==> src/rtl/cmult_arbiter_if.sv <==
// ---------------------------------------------------------------------------
// cmult_arbiter_if
//   Bundle of requester, multiplier and result signals around cmult_arbiter.
//
//   Handshake: requester i presents operands with req_valid[i]; the arbiter
//   raises at most one req_ready bit per cycle.  An operand set transfers on
//   the clk edge where req_valid[i] and req_ready[i] are both high.  req_valid
//   must not depend on req_ready.  Results have no backpressure: res_valid[i]
//   is a single-cycle strobe that the owner must accept.
//
//   slave  : arbiter view (drives req_ready, mult_*, res_*, busy)
//   master : surrounding logic view (drives enable, req_*, mult_pr/mult_pi)
// ---------------------------------------------------------------------------
interface cmult_arbiter_if #(
    parameter int NUM_REQ = 2,
    parameter int ID_W    = 3
);
    logic                    enable;
    logic [NUM_REQ-1:0]      req_valid;
    logic [NUM_REQ-1:0]      req_ready;
    logic [NUM_REQ*16-1:0]   req_ar;
    logic [NUM_REQ*16-1:0]   req_ai;
    logic [NUM_REQ*16-1:0]   req_br;
    logic [NUM_REQ*16-1:0]   req_bi;
    logic [15:0]             mult_ar;
    logic [15:0]             mult_ai;
    logic [15:0]             mult_br;
    logic [15:0]             mult_bi;
    logic [32:0]             mult_pr;
    logic [32:0]             mult_pi;
    logic [NUM_REQ-1:0]      res_valid;
    logic [ID_W-1:0]         res_id;
    logic [32:0]             res_pr;
    logic [32:0]             res_pi;
    logic                    busy;

    modport slave (
        input  enable, req_valid, req_ar, req_ai, req_br, req_bi,
        input  mult_pr, mult_pi,
        output req_ready, mult_ar, mult_ai, mult_br, mult_bi,
        output res_valid, res_id, res_pr, res_pi, busy
    );

    modport master (
        output enable, req_valid, req_ar, req_ai, req_br, req_bi,
        output mult_pr, mult_pi,
        input  req_ready, mult_ar, mult_ai, mult_br, mult_bi,
        input  res_valid, res_id, res_pr, res_pi, busy
    );
endinterface

==> src/rtl/cmult_arbiter.sv <==
// ---------------------------------------------------------------------------
// cmult_arbiter
//   Round-robin sharing of one pipelined complex multiplier among NUM_REQ
//   requesters.  One operand set is accepted per cycle and registered into
//   mult_*; an ID tag follows it through a MULT_LATENCY+1 deep shift register
//   so the product coming back on mult_pr/mult_pi is registered into res_*
//   and strobed on res_valid[id] MULT_LATENCY+1 cycles after acceptance.
//
//   Ports:
//     clk          system clock
//     rst          synchronous reset, active low
//     bus          cmult_arbiter_if.slave (enable, req_*, mult_*, res_*, busy)
//     stat_clr     (CMULT_ARB_STATS_EN only) clear all grant counters
//     stat_grants  (CMULT_ARB_STATS_EN only) per-requester 16-bit saturating
//                  grant counters, requester i in bits [16i+15:16i]
//
//   Build option: define CMULT_ARB_STATS_EN to add the grant counters.
// ---------------------------------------------------------------------------
module cmult_arbiter #(
    parameter int NUM_REQ      = 2,
    parameter int MULT_LATENCY = 4,
    parameter int ID_W         = 3
) (
    input  logic                  clk,
    input  logic                  rst,
`ifdef CMULT_ARB_STATS_EN
    input  logic                  stat_clr,
    output logic [NUM_REQ*16-1:0] stat_grants,
`endif
    cmult_arbiter_if.slave        bus
);

    localparam int LAST = MULT_LATENCY;

    logic [ID_W-1:0]    r_ptr;
    logic [LAST:0]      r_tag_vld;
    logic [ID_W-1:0]    r_tag_id [LAST+1];
    logic [15:0]        r_mult_ar;
    logic [15:0]        r_mult_ai;
    logic [15:0]        r_mult_br;
    logic [15:0]        r_mult_bi;
    logic [NUM_REQ-1:0] r_res_valid;
    logic [ID_W-1:0]    r_res_id;
    logic [32:0]        r_res_pr;
    logic [32:0]        r_res_pi;

    logic               w_gnt;
    logic [ID_W-1:0]    w_gnt_id;
    logic [NUM_REQ-1:0] w_ready;
    logic [15:0]        w_ar;
    logic [15:0]        w_ai;
    logic [15:0]        w_br;
    logic [15:0]        w_bi;

    // Round-robin search starting one past the last granted requester.
    // Grants are suppressed while reset is asserted so req_ready never
    // advertises a transfer that the reset edge would discard.
    always_comb begin
        w_gnt    = 1'b0;
        w_gnt_id = '0;
        if (bus.enable && rst) begin
            for (int k = 1; k <= NUM_REQ; k++) begin
                for (int j = 0; j < NUM_REQ; j++) begin
                    if (!w_gnt && bus.req_valid[j] &&
                        (j == (int'(r_ptr) + k) % NUM_REQ)) begin
                        w_gnt    = 1'b1;
                        w_gnt_id = ID_W'(j);
                    end
                end
            end
        end
    end

    always_comb begin
        w_ready = '0;
        w_ar    = '0;
        w_ai    = '0;
        w_br    = '0;
        w_bi    = '0;
        for (int j = 0; j < NUM_REQ; j++) begin
            if (w_gnt && (w_gnt_id == ID_W'(j))) begin
                w_ready[j] = 1'b1;
                w_ar       = bus.req_ar[16*j +: 16];
                w_ai       = bus.req_ai[16*j +: 16];
                w_br       = bus.req_br[16*j +: 16];
                w_bi       = bus.req_bi[16*j +: 16];
            end
        end
    end

    // Issue side: operand registers, pointer and tag pipeline.
    always_ff @(posedge clk) begin
        if (!rst) begin
            r_ptr     <= ID_W'(NUM_REQ - 1);
            r_mult_ar <= '0;
            r_mult_ai <= '0;
            r_mult_br <= '0;
            r_mult_bi <= '0;
            r_tag_vld <= '0;
            for (int i = 0; i <= LAST; i++) begin
                r_tag_id[i] <= '0;
            end
        end else begin
            // Stage 0 aligns with mult_*; stage LAST aligns with mult_pr/pi.
            r_tag_vld   <= {r_tag_vld[LAST-1:0], w_gnt};
            r_tag_id[0] <= w_gnt_id;
            for (int i = 1; i <= LAST; i++) begin
                r_tag_id[i] <= r_tag_id[i-1];
            end
            if (w_gnt) begin
                r_ptr     <= w_gnt_id;
                r_mult_ar <= w_ar;
                r_mult_ai <= w_ai;
                r_mult_br <= w_br;
                r_mult_bi <= w_bi;
            end
        end
    end

    // Return side: capture the product while its tag sits in the last stage.
    always_ff @(posedge clk) begin
        if (!rst) begin
            r_res_valid <= '0;
            r_res_id    <= '0;
            r_res_pr    <= '0;
            r_res_pi    <= '0;
        end else begin
            for (int j = 0; j < NUM_REQ; j++) begin
                r_res_valid[j] <= r_tag_vld[LAST] && (r_tag_id[LAST] == ID_W'(j));
            end
            if (r_tag_vld[LAST]) begin
                r_res_id <= r_tag_id[LAST];
                r_res_pr <= bus.mult_pr;
                r_res_pi <= bus.mult_pi;
            end
        end
    end

    assign bus.req_ready = w_ready;
    assign bus.mult_ar   = r_mult_ar;
    assign bus.mult_ai   = r_mult_ai;
    assign bus.mult_br   = r_mult_br;
    assign bus.mult_bi   = r_mult_bi;
    assign bus.res_valid = r_res_valid;
    assign bus.res_id    = r_res_id;
    assign bus.res_pr    = r_res_pr;
    assign bus.res_pi    = r_res_pi;
    assign bus.busy      = (|r_tag_vld) || (|w_ready);

`ifdef CMULT_ARB_STATS_EN
    logic [15:0] r_stat [NUM_REQ];

    // Clear wins over a same-cycle grant; counters stick at all-ones.
    always_ff @(posedge clk) begin
        if (!rst || stat_clr) begin
            for (int j = 0; j < NUM_REQ; j++) begin
                r_stat[j] <= '0;
            end
        end else begin
            for (int j = 0; j < NUM_REQ; j++) begin
                if (w_ready[j] && (r_stat[j] != 16'hFFFF)) begin
                    r_stat[j] <= r_stat[j] + 16'd1;
                end
            end
        end
    end

    always_comb begin
        stat_grants = '0;
        for (int j = 0; j < NUM_REQ; j++) begin
            stat_grants[16*j +: 16] = r_stat[j];
        end
    end
`endif

endmodule

==> src/flat_wrapper.sv <==
// flat-port wrapper written by rule: the top's interface ports become plain ports
module cmult_arbiter_flat 
#(
    parameter int NUM_REQ      = 2,
    parameter int MULT_LATENCY = 4,
    parameter int ID_W         = 3
)
  (clk, rst, bus_enable, bus_req_valid, bus_req_ar, bus_req_ai, bus_req_br, bus_req_bi, bus_mult_pr, bus_mult_pi, bus_req_ready, bus_mult_ar, bus_mult_ai, bus_mult_br, bus_mult_bi, bus_res_valid, bus_res_id, bus_res_pr, bus_res_pi, bus_busy);
  cmult_arbiter_if #(.NUM_REQ(NUM_REQ), .ID_W(ID_W)) bus_i ();
  input  logic clk;
  input  logic rst;
  input wire logic [$bits(bus_i.enable)-1:0] bus_enable;
  input wire logic [$bits(bus_i.req_valid)-1:0] bus_req_valid;
  input wire logic [$bits(bus_i.req_ar)-1:0] bus_req_ar;
  input wire logic [$bits(bus_i.req_ai)-1:0] bus_req_ai;
  input wire logic [$bits(bus_i.req_br)-1:0] bus_req_br;
  input wire logic [$bits(bus_i.req_bi)-1:0] bus_req_bi;
  input wire logic [$bits(bus_i.mult_pr)-1:0] bus_mult_pr;
  input wire logic [$bits(bus_i.mult_pi)-1:0] bus_mult_pi;
  output wire logic [$bits(bus_i.req_ready)-1:0] bus_req_ready;
  output wire logic [$bits(bus_i.mult_ar)-1:0] bus_mult_ar;
  output wire logic [$bits(bus_i.mult_ai)-1:0] bus_mult_ai;
  output wire logic [$bits(bus_i.mult_br)-1:0] bus_mult_br;
  output wire logic [$bits(bus_i.mult_bi)-1:0] bus_mult_bi;
  output wire logic [$bits(bus_i.res_valid)-1:0] bus_res_valid;
  output wire logic [$bits(bus_i.res_id)-1:0] bus_res_id;
  output wire logic [$bits(bus_i.res_pr)-1:0] bus_res_pr;
  output wire logic [$bits(bus_i.res_pi)-1:0] bus_res_pi;
  output wire logic [$bits(bus_i.busy)-1:0] bus_busy;
  assign bus_i.enable = bus_enable;
  assign bus_i.req_valid = bus_req_valid;
  assign bus_i.req_ar = bus_req_ar;
  assign bus_i.req_ai = bus_req_ai;
  assign bus_i.req_br = bus_req_br;
  assign bus_i.req_bi = bus_req_bi;
  assign bus_i.mult_pr = bus_mult_pr;
  assign bus_i.mult_pi = bus_mult_pi;
  assign bus_req_ready = bus_i.req_ready;
  assign bus_mult_ar = bus_i.mult_ar;
  assign bus_mult_ai = bus_i.mult_ai;
  assign bus_mult_br = bus_i.mult_br;
  assign bus_mult_bi = bus_i.mult_bi;
  assign bus_res_valid = bus_i.res_valid;
  assign bus_res_id = bus_i.res_id;
  assign bus_res_pr = bus_i.res_pr;
  assign bus_res_pi = bus_i.res_pi;
  assign bus_busy = bus_i.busy;
  cmult_arbiter #(.NUM_REQ(NUM_REQ), .MULT_LATENCY(MULT_LATENCY), .ID_W(ID_W)) u_core (.clk(clk), .rst(rst), .bus(bus_i));
endmodule
==> config.mk <==
export PLATFORM = sky130hd
export DESIGN_NAME = cmult_arbiter_flat
export DESIGN_NICKNAME = d
export VERILOG_FILES = /design/src/rtl/cmult_arbiter_if.sv /design/src/rtl/cmult_arbiter.sv /design/src/flat_wrapper.sv
export SDC_FILE = /design/constraint.sdc
export NUM_CORES = 1
export LEC_CHECK = 0
export BUFFER_PORTS_ARGS = -buffer_cell sky130_fd_sc_hd__buf_2
export CELL_PAD_IN_SITES_DETAIL_PLACEMENT = 1
export CELL_PAD_IN_SITES_GLOBAL_PLACEMENT = 1
export CORE_AREA = 3 3 185 115
export DETAILED_ROUTE_END_ITERATION = 8
export DIE_AREA = 0 0 188 118
export PLACE_DENSITY = 0.89
export SETUP_SLACK_MARGIN = 0.05
export SLEW_MARGIN = 25
export SYNTH_ARGS = -nofsm -noshare
export SYNTH_HDL_FRONTEND = slang
export SYNTH_SLANG_ARGS = --single-unit
==> constraint.sdc <==
create_clock -name clk -period 1.8 [get_ports clk]
set_input_delay 0.54 -clock clk [delete_from_list [all_inputs] [get_ports clk]]
set_output_delay 0.54 -clock clk [all_outputs]
set_load 0.005 [all_outputs]
==> results of run 1 <==
[worst paths after layout]
path | slack (ns) | depth (start not counted) | to
max | 0.05 | 4 | bus_busy
min | 0.36 | 3 | u_core.bus.res_pi[14]
max reg2reg | 0.42 | 4 | u_core.bus.mult_br[15]
min reg2reg | 0.43 | 1 | u_core.r_tag_id[0][3]
[layout make-up]
| cell class | count | share of cell area, % |
|---|---|---|
| Multi-Input combinational cell | 415 | 32.0 |
| Timing Repair Buffer | 358 | 22.9 |
| Clock inverter | 11 | 2.28 |
| Antenna cell | 2 | 0.0577 |
| Sequential cell | 144 | 33.3 |
| Clock buffer | 21 | 5.44 |
| Inverter | 2 | 0.115 |
| Tap cell | 273 | 3.94 |
[flip-flops by register name, summed over array words and instances (netlist names)]
| name | cells |
|---|---|
| u_core.bus.mult_ai | 16 |
| u_core.bus.mult_ar | 16 |
| u_core.bus.mult_bi | 16 |
| u_core.bus.mult_br | 16 |
| u_core.bus.res_id | 1 |
| u_core.bus.res_pi | 33 |
| u_core.bus.res_pr | 33 |
| u_core.bus.res_valid | 2 |
| u_core.r_ptr | 1 |
| u_core.r_tag_id | 5 |
| u_core.r_tag_vld | 5 |
[synth_stat cells (2+ instances only)]
master,instances,area (um^2)
buf_1,2,7.51
a31oi_1,64,400
dfxtp_1,144,2880
buf_6,11,124
and3_1,3,18.8
mux2i_1,67,671
buf_12,12,240
nor2_1,69,259
buf_2,22,110
nand2_1,66,248
and2_1,8,50.1
clkbuf_1,7,26.3
buf_4,9,67.6
nand3_2,60,601
nand4_1,64,400
nand3_1,5,25.0
[metrics by stage]
step	TNS, ns	util, %	cells	hold WS (ns)	total power, uW
4_1_cts	0	43.8	1224	0.333	8300
2_1_floorplan	0	-	628	0.403	3810
3_5_place_dp	-0.00412	40.3	1191	0.420	4200
3_3_place_gp	-0.0000865	40.3	1191	0.417	4180
5_1_grt	-0.0209	43.9	1226	0.348	8530
6_report	0	43.9	1226	0.356	8190
[cell families (layout without fill, tap and decap cells)]
family | Yosys count | after routing
buf+inv | 69 | 392
flops | 144 | 144
other cells | 1 | 4
mux | 67 | 67
compound gates | 66 | 66
simple gates | 280 | 280
[metal layers]
metal | vias up | wire length (um) | share of wire [%]
li1 | 2871 | - | -
met1 | 2978 | 9500 | 42
met2 | 240 | 10900 | 48
met3 | 33 | 1780 | 7.8
met4 | 2 | 427 | 1.9
met5 | - | 13 | 0.057
[worst reg2reg max path, stage by stage, from the launching register on]
cell and delay [ns]:
dfxtp_2 0.36, nand2b_4 0.14, buf_4 0.38, nand4_1 0.21, a31oi_1 0.22
[repair_timing]
item,4_1_cts,5_1_grt
setup buffers,1,0
resized for setup,5,1
endpoints found under the setup margin,3,3
pin swaps,1,1
[where the power goes]
| group | switching [uW] | total (uW) | internal, uW | leakage, uW |
|---|---|---|---|---|
| registers | 46.0 | 3320 | 3270 | 0.00117 |
| clock network | 1460 | 4050 | 2600 | 0.000323 |
| logic | 458 | 824 | 365 | 0.00221 |
[cells in the final DEF, fill, tap and decap left out, drive strengths merged]
cell type,instances
nor3,1
nor2,69
a211o,1
nand4,64
bufinv,5
nand2b,1
clkinvlp,1
nand3,65
inv,4
and2,9
o211ai,1
clkinv,3
buf,358
mux2i,67
dfxtp,144
diode,2
a31oi,64
nand2,66
conb,2
clkbuf,21
and3,5
==> impl_metrics.toml, run 1 <==
[clock_tree]
cts.sinks = 144
clkTransAtPathRegs_ns = 0.06
cts_made_buffers = 17
htree_levels = 4
clk_latency_ns = 0.42
hold_buffers = 0
cts_tree = "yes"
cts_root_buffer = "clkbuf_16"
cts_buffer_depth = 2

[status]
status = "complete, no violations"

[worst_setup_path]
critPathKind = "in -> out"
cp-end-kind = "primary output"
crit_top_cell = "buf_2"
cp_slowest_stage_delay_ns = 0.20
crit_start = "bus_req_valid[0]"
worst-path-buf-inv = 2
crit_family = "buffers and inverters"
timing.rr.start = "u_core.r_ptr[0]"
worstSetupStartpointType = "input port"
timing.critical_path.fanout_max = 5
critPathRequiredTime_ns = 1.26
slowest_stage = "o211ai_4"
worstPathCellList = "buf_2, o211ai_4, nand3_1, buf_2"
arrival_ns = 1.21

[placement]
dpl_worst_slack_ns = -0.00412
gp_congestion = 0.735
post-dp-hpwl_um = 16300
post_dp_cell_area_um2 = 7970
io_buffers = 334

[timing]
finalSetupViolCount = 0
rsz0062_at_grt = "true"
slew_viol_final = 0
skew_ns = 0.00876
max_freq_mhz = 572
fin_ws_ns = 0.0513
finalCritPeriodShare_pct = 97.2
tightestPinTransition_ns = 0.553
slew_headroom_pct = 63.1
hold_viol_final = 0
finalCriticalPeriod_ns = 1.75

[drt]
wire_per_inst_um = 18.5
ant_nets = 0
drt-total-wl_um = 22700
detail_route.first_pass.iterations = 4
viasPerCell = 5.00
drc = 0
vias = 6124
drtIter0Drc = 211

[grt]
met3_usage_pct = 6.19
grt_pass1_wl_um = 35700
grt-busiest-layer = "met2"
grt_use_met1_pct = 24.4
grt_pass1_vias = 6559
grt_use_total_pct = 20.0
antenna_found_initial = 3
grtUsageMet2_pct = 33.4
overflow = 0
grt_max_degree = 66

[logic_synthesis]
syn_avg_cell_area_um2 = 9.98
async_flop_share_pct = 0
synthesis.area_um2 = 6260
synth.mux.area_fraction_pct = 10.7
synth_compound_area_share_pct = 6.74
ys_warn_count = 0
yosys.area_share.simple_pct = 26.2
ys_seq_elements = 144
ys_types = 30
synthCells = 627
synth_enable_flop_cells = 0
synth_top_family_by_area = "simple AND/OR/NAND/NOR gates"
synth_top_flop_cell = "dfxtp_1"
yosys.area_share.xor_xnor_pct = 0
yosys.area_share.adder_pct = 0
ys_seq_area_share_pct = 46.1

[cells_and_area]
regArea_um2 = 2890
final_layout_size_suffix_gt1_share_pct = 48.4
multi_input_area_um2 = 2770
nNetsFinal = 1137
area_growth_pct = 38.7
fillers = 2362
final_area_um2 = 8680

[floorplanning]
die_area_um2 = 22200
coreArea_um2 = 19800
start_util_pct = 31.7
io-pin-count = 337
fp-row-count = 40
dieHeight_um = 118
die_width_um = 188

[power_and_ir_drop]
leakagePower_uw = 0.00370
ir_drop_v = 0.000606
powerDensity_nw_per_um2 = 944

[job]
max_cap_viol_count = 0

[hold_path]
min-delay-start = "bus_mult_pi[14]"
min-delay-path-class = "in -> reg"
Power figures use the tool's default switching activity.
==> run 2: changes to the inputs <==
==> constraint.sdc (replaced) <==
create_clock -name clk -period 1.9 [get_ports clk]
set_input_delay 0.57 -clock clk [delete_from_list [all_inputs] [get_ports clk]]
set_output_delay 0.57 -clock clk [all_outputs]
set_load 0.005 [all_outputs]
==> impl_metrics.toml, run 2 (synthesis gave the netlist of run 1 again) <==
[worst_setup_path]
timing.rr.start = "u_core.r_ptr[0]"
critPathKind = "in -> out"
timing.critical_path.fanout_max = 5
r2r_cells = 4
arrival_ns = 1.24
critPathRequiredTime_ns = 1.33
r2r_slack_ns = 0.55
rr_endpoint = "u_core.bus.mult_br[0]"
cp-end-kind = "primary output"
worstSetupStartpointType = "input port"

[clock_tree]
htree_levels = 4
cts_buffer_depth = 2
cts_tree = "yes"
clk_latency_ns = 0.43
hold_buffers = 0
cts_root_buffer = "clkbuf_16"
cts.sinks = 144
cts_made_buffers = 17
clkTransAtPathRegs_ns = 0.07

[power_and_ir_drop]
switching_share_pct = 25.7
powerDensity_nw_per_um2 = 875
ir_drop_v = 0.000592
pwr-share-seq_pct = 42.0
switchingPower_uw = 1920
leakagePower_uw = 0.00365
internal_power_uw = 5560
total_power_uw = 7470
power_frac_clock_pct = 47.8
power_frac_comb_pct = 10.2

[cells_and_area]
n_antenna_cell = 0
area_growth_pct = 36.5
layout_common_cells = "333 x buf_2, 142 x dfxtp_1, 69 x nor2_1"
final_layout_size_suffix_gt1_share_pct = 48.2
nNetsFinal = 1133
fillers = 2376
final_common_cell = "buf_2"

[drt]
drtIter0Drc = 250
drt-total-wl_um = 22400
drc = 0
vias = 6121
viasPerCell = 5.02
ant_nets = 0
detail_route.first_pass.iterations = 4
wire_per_inst_um = 18.3

[status]
status = "complete, no violations"

[hold_path]
min-delay-path-class = "in -> reg"
min-delay-start = "bus_mult_pi[32]"
hold_depth = 3
hold_end = "u_core.bus.res_pi[32]"

[floorplanning]
coreArea_um2 = 19800
die_area_um2 = 22200
start_util_pct = 31.7
fp-row-count = 40
dieHeight_um = 118
die_width_um = 188
io-pin-count = 337

[grt]
grt_use_total_pct = 19.8
grt-busiest-layer = "met2"
grtUsageMet2_pct = 32.8
grt_pass1_wl_um = 35200
overflow = 0
grt_pass1_vias = 6476
antenna_found_initial = 2
grt_max_degree = 70
grt_use_met1_pct = 24.0
met3_usage_pct = 6.64

[timing]
slew_headroom_pct = 65.0
skew_ns = 0.00380
finalSetupViolCount = 0
max_freq_mhz = 552
slew_viol_final = 0
fin_setup_tns_ns = 0
hold_ws_ns = 0.377
fin_ws_ns = 0.0892
finalCriticalPeriod_ns = 1.81
hold_viol_final = 0
tightestPinTransition_ns = 0.525
rsz0062_at_grt = "true"
finalCritPeriodShare_pct = 95.3

[placement]
post-dp-hpwl_um = 16100
dpl_worst_slack_ns = -0.000509
gp_congestion = 0.744
io_buffers = 334

[job]
max_cap_viol_count = 0
[run 2: layout make-up]
cell class                 instances  area [um^2]  area share (%)
sequential                       144         2890            33.8
multi-input combinational        415         2760            32.4
timing repair buffer             354         1920            22.4
clock buffer                      18          439            5.14
tap                              273          342            4.00
clock inverter                    14          181            2.12
inverter                           2         10.0           0.117
[run 2: metal layers]
metal  vias to the layer above  share of wire (%)
li1                       2855                  -
met1                      2964                 43
met2                       254                 47
met3                        44                7.9
met4                         4                1.9
met5                         -               0.12
[run 2: power groups by stage]
stage	Clock [uW]	Sequential [uW]	Combinational, uW
floorplan	0	3210	398
global placement	0	3200	739
detailed placement	0	3210	760
CTS	3660	3140	766
global route	3800	3150	827
finish	3570	3140	759
[run 2: worst max path at each step]
| stage | cells past startpoint | to | slack, ns | from |
|---|---|---|---|---|
| after detailed placement | 5 | u_core.bus.mult_br[7] | -0.0005 | bus_req_valid[0] |
| after global placement | 5 | u_core.bus.mult_br[11] | 0.1 | bus_req_valid[0] |
| after global routing | 3 | bus_req_ready[0] | 0.04 | u_core.r_ptr[0] |
| final | 4 | bus_busy | 0.09 | bus_req_valid[0] |
| after CTS | 3 | bus_req_ready[0] | 0.06 | u_core.r_ptr[0] |
| after floorplan | 4 | bus_busy | 0.17 | bus_req_valid[0] |
[run 2: worst max-delay path, cell delays in order]
cell and delay (ns):
buf_2 0.17, o211ai_4 0.26, nand3_1 0.09, buf_2 0.15
[run 2: through the flow]
step                std cells  instance area, um^2  utilization (%)
finish                   1220                 8540             43.2
floorplan                 628                 6260                -
detailed placement       1188                 7910             40.0
CTS                      1220                 8540             43.2
global placement         1188                 7910             40.0
global route             1220                 8540             43.2
[run 2: timing repair]
action                                  CTS  global route
endpoints found under the setup margin    1             2
hold endpoints to repair                  0             0
resized for setup                         3             2
setup buffers                             0             0
cloned                                    0             0
==> run 3: changes to the inputs <==
--- a/config.mk
+++ b/config.mk
@@ -5,13 +5,14 @@
 export SDC_FILE = /design/constraint.sdc
 export NUM_CORES = 1
 export LEC_CHECK = 0
+export ABC_AREA = 1
 export BUFFER_PORTS_ARGS = -buffer_cell sky130_fd_sc_hd__buf_2
 export CELL_PAD_IN_SITES_DETAIL_PLACEMENT = 1
 export CELL_PAD_IN_SITES_GLOBAL_PLACEMENT = 1
-export CORE_AREA = 3 3 185 115
+export CORE_AREA = 3 3 187 116
 export DETAILED_ROUTE_END_ITERATION = 8
-export DIE_AREA = 0 0 188 118
-export PLACE_DENSITY = 0.89
+export DIE_AREA = 0 0 190 119
+export PLACE_DENSITY = 0.91
 export SETUP_SLACK_MARGIN = 0.05
 export SLEW_MARGIN = 25
 export SYNTH_ARGS = -nofsm -noshare
==> impl_metrics.toml, run 3 <==
[status]
status = "complete, no violations"

[floorplanning]
dieHeight_um = 119
die_area_um2 = 22600
coreArea_um2 = 20000
start_util_pct = 30.1
die_width_um = 190
io-pin-count = 337
fp-row-count = 40

[logic_synthesis]
synth_enable_flop_cells = 0
synth_top_cell_by_area = "dfxtp_1"
ys_seq_area_share_pct = 48.0
synth.most_common_cell = "dfxtp_1"
syn_avg_cell_area_um2 = 7.15
async_flop_share_pct = 0
synthCells = 840
synth.top_cell.area_share_pct = 48.0
synthTopCellsByCount = "144 x dfxtp_1, 140 x nand2_1, 136 x nor2_1"
synth_top_flop_cell = "dfxtp_1"
synthTopCellsByArea = "dfxtp_1 48%, nand3_1 11%, nand2_1 8.7%"
ys_types = 19
ys_seq_elements = 144
synthesis.area_um2 = 6010
ys_warn_count = 0

[timing]
fin_setup_tns_ns = 0
hold_viol_final = 0
skew_ns = 0.0113
tightestPinTransition_ns = 0.597
slew_headroom_pct = 60.2
finalCritPeriodShare_pct = 94.4
finalSetupViolCount = 0
rsz0062_at_grt = "true"
finalCriticalPeriod_ns = 1.79
slew_viol_final = 0
max_freq_mhz = 557
hold_ws_ns = 0.403

[clock_tree]
cts_buffer_depth = 2
cts_tree = "yes"
htree_levels = 4
clk_latency_ns = 0.42
hold_buffers = 0
cts_made_buffers = 17
cts_root_buffer = "clkbuf_16"
clkTransAtPathRegs_ns = 0.06
cts.sinks = 144

[worst_setup_path]
critPathRequiredTime_ns = 1.33
worst-path-buf-inv = 1
worstSetupStartpointType = "flip-flop"
crit_family = "simple AND/OR/NAND/NOR gates"
arrival_ns = 1.22
worstPathCellList = "nor4_2, nand3_1, buf_2"
slowest_stage = "dfxtp_1"
cp-end-kind = "primary output"
critPathKind = "reg -> out"
cp_slowest_stage_delay_ns = 0.32
timing.critical_path.fanout_max = 2

[drt]
vias = 6733
viasPerCell = 4.71
drt-total-wl_um = 23400
drc = 0
ant_nets = 0
detail_route.first_pass.iterations = 5
wire_per_inst_um = 16.4
drtIter0Drc = 317

[placement]
post-dp-hpwl_um = 16300
gp_congestion = 0.776
io_buffers = 334

[cells_and_area]
final_common_cell = "buf_2"
area_growth_pct = 42.6
final_core_util_pct = 42.9
fillers = 2581
nNetsFinal = 1340
final_layout_size_suffix_gt1_share_pct = 34.6
layout_common_cells = "333 x buf_2, 142 x dfxtp_1, 139 x nand2_1"

[grt]
grt_pass1_wl_um = 36000
grt_use_total_pct = 19.9
grt_pass1_vias = 6944
grt_max_degree = 142
overflow = 0
antenna_found_initial = 0

[job]
max_cap_viol_count = 0

[power_and_ir_drop]
powerDensity_nw_per_um2 = 875
leakagePower_uw = 0.00467
ir_drop_v = 0.000569

[hold_path]
min-delay-path-class = "in -> reg"
-- run 3: worst register-to-register path, cell delays in order (launching register included) --
cell     delay, ns
dfxtp_2       0.36
nand2_4       0.07
buf_4         0.14
nand2_2       0.07
buf_12        0.28
nand3_1       0.15
nand3_1       0.11
nand2_1       0.06
inv_1         0.07
-- run 3: final cells by class --
| cell class | instances | area (um^2) | area share, % |
|---|---|---|---|
| clock inverters | 13 | 160 | 1.87 |
| multi-input cells | 545 | 2510 | 29.3 |
| flip-flops and latches | 144 | 2890 | 33.7 |
| repair buffers | 354 | 1910 | 22.3 |
| diodes | 1 | 2.50 | 0.0292 |
| clock buffers | 19 | 453 | 5.29 |
| well taps | 273 | 342 | 3.99 |
| inverters | 79 | 299 | 3.49 |
-- run 3: repair_timing --
item,4_1_cts,5_1_grt
endpoints found under the setup margin,2,2
resized for setup,4,1
pin swaps,1,1
buffers inserted,0,2
-- run 3: layer usage --
| layer | vias up | GRT usage [%] | routed length, um |
|---|---|---|---|
| met3 | 34 | 6.35 | 1630 |
| met5 | - | 0 | 0 |
| met2 | 240 | 34.3 | 11200 |
| li1 | 3328 | - | - |
| met1 | 3131 | 23.7 | 10100 |
| met4 | 0 | 6.14 | 465 |
-- run 3: worst paths after layout --
path	start	end	slack (ns)	depth (start not counted)
setup / recovery	u_core.r_tag_vld[2]	bus_busy	0.11	3
hold / removal	bus_mult_pr[22]	u_core.bus.res_pr[22]	0.40	3
setup reg to reg	u_core.r_ptr[0]	u_core.bus.mult_bi[13]	0.53	8
hold reg to reg	u_core.r_tag_id[0][12]	u_core.bus.res_valid[0]	0.41	1
-- run 3: where the power goes --
| group | total (uW) | switching (uW) | internal (uW) | leakage, uW |
|---|---|---|---|---|
| combinational | 866 | 490 | 375 | 0.00321 |
| sequential | 3170 | 53.1 | 3110 | 0.00117 |
| clock | 3470 | 1330 | 2140 | 0.000288 |
| total | 7500 | 1870 | 5620 | 0.00467 |
-- run 3: logic make-up (layout without fill, tap and decap cells) --
| group | after synthesis | count (layout) | synth area share, % |
|---|---|---|---|
| other | 1 | 3 | 0.0624 |
| DFF | 144 | 144 | 48.0 |
| AOI/OAI and AO/OA | 67 | 67 | 5.64 |
| and+or+nand+nor | 476 | 476 | 35.3 |
| buffers and inverters | 152 | 465 | 11.0 |
-- run 3: stage by stage --
step / area [um^2] / total power, uW / cells / worst slack (ns)
2_1_floorplan: 6040 / 3640 / 841 / 0.0658
3_3_place_gp: 7920 / 4060 / 1393 / 0.0647
3_5_place_dp: 7920 / 4090 / 1393 / 0.0552
4_1_cts: 8550 / 7630 / 1425 / 0.0613
5_1_grt: 8560 / 7840 / 1427 / 0.0170
6_report: 8570 / 7500 / 1428 / 0.106
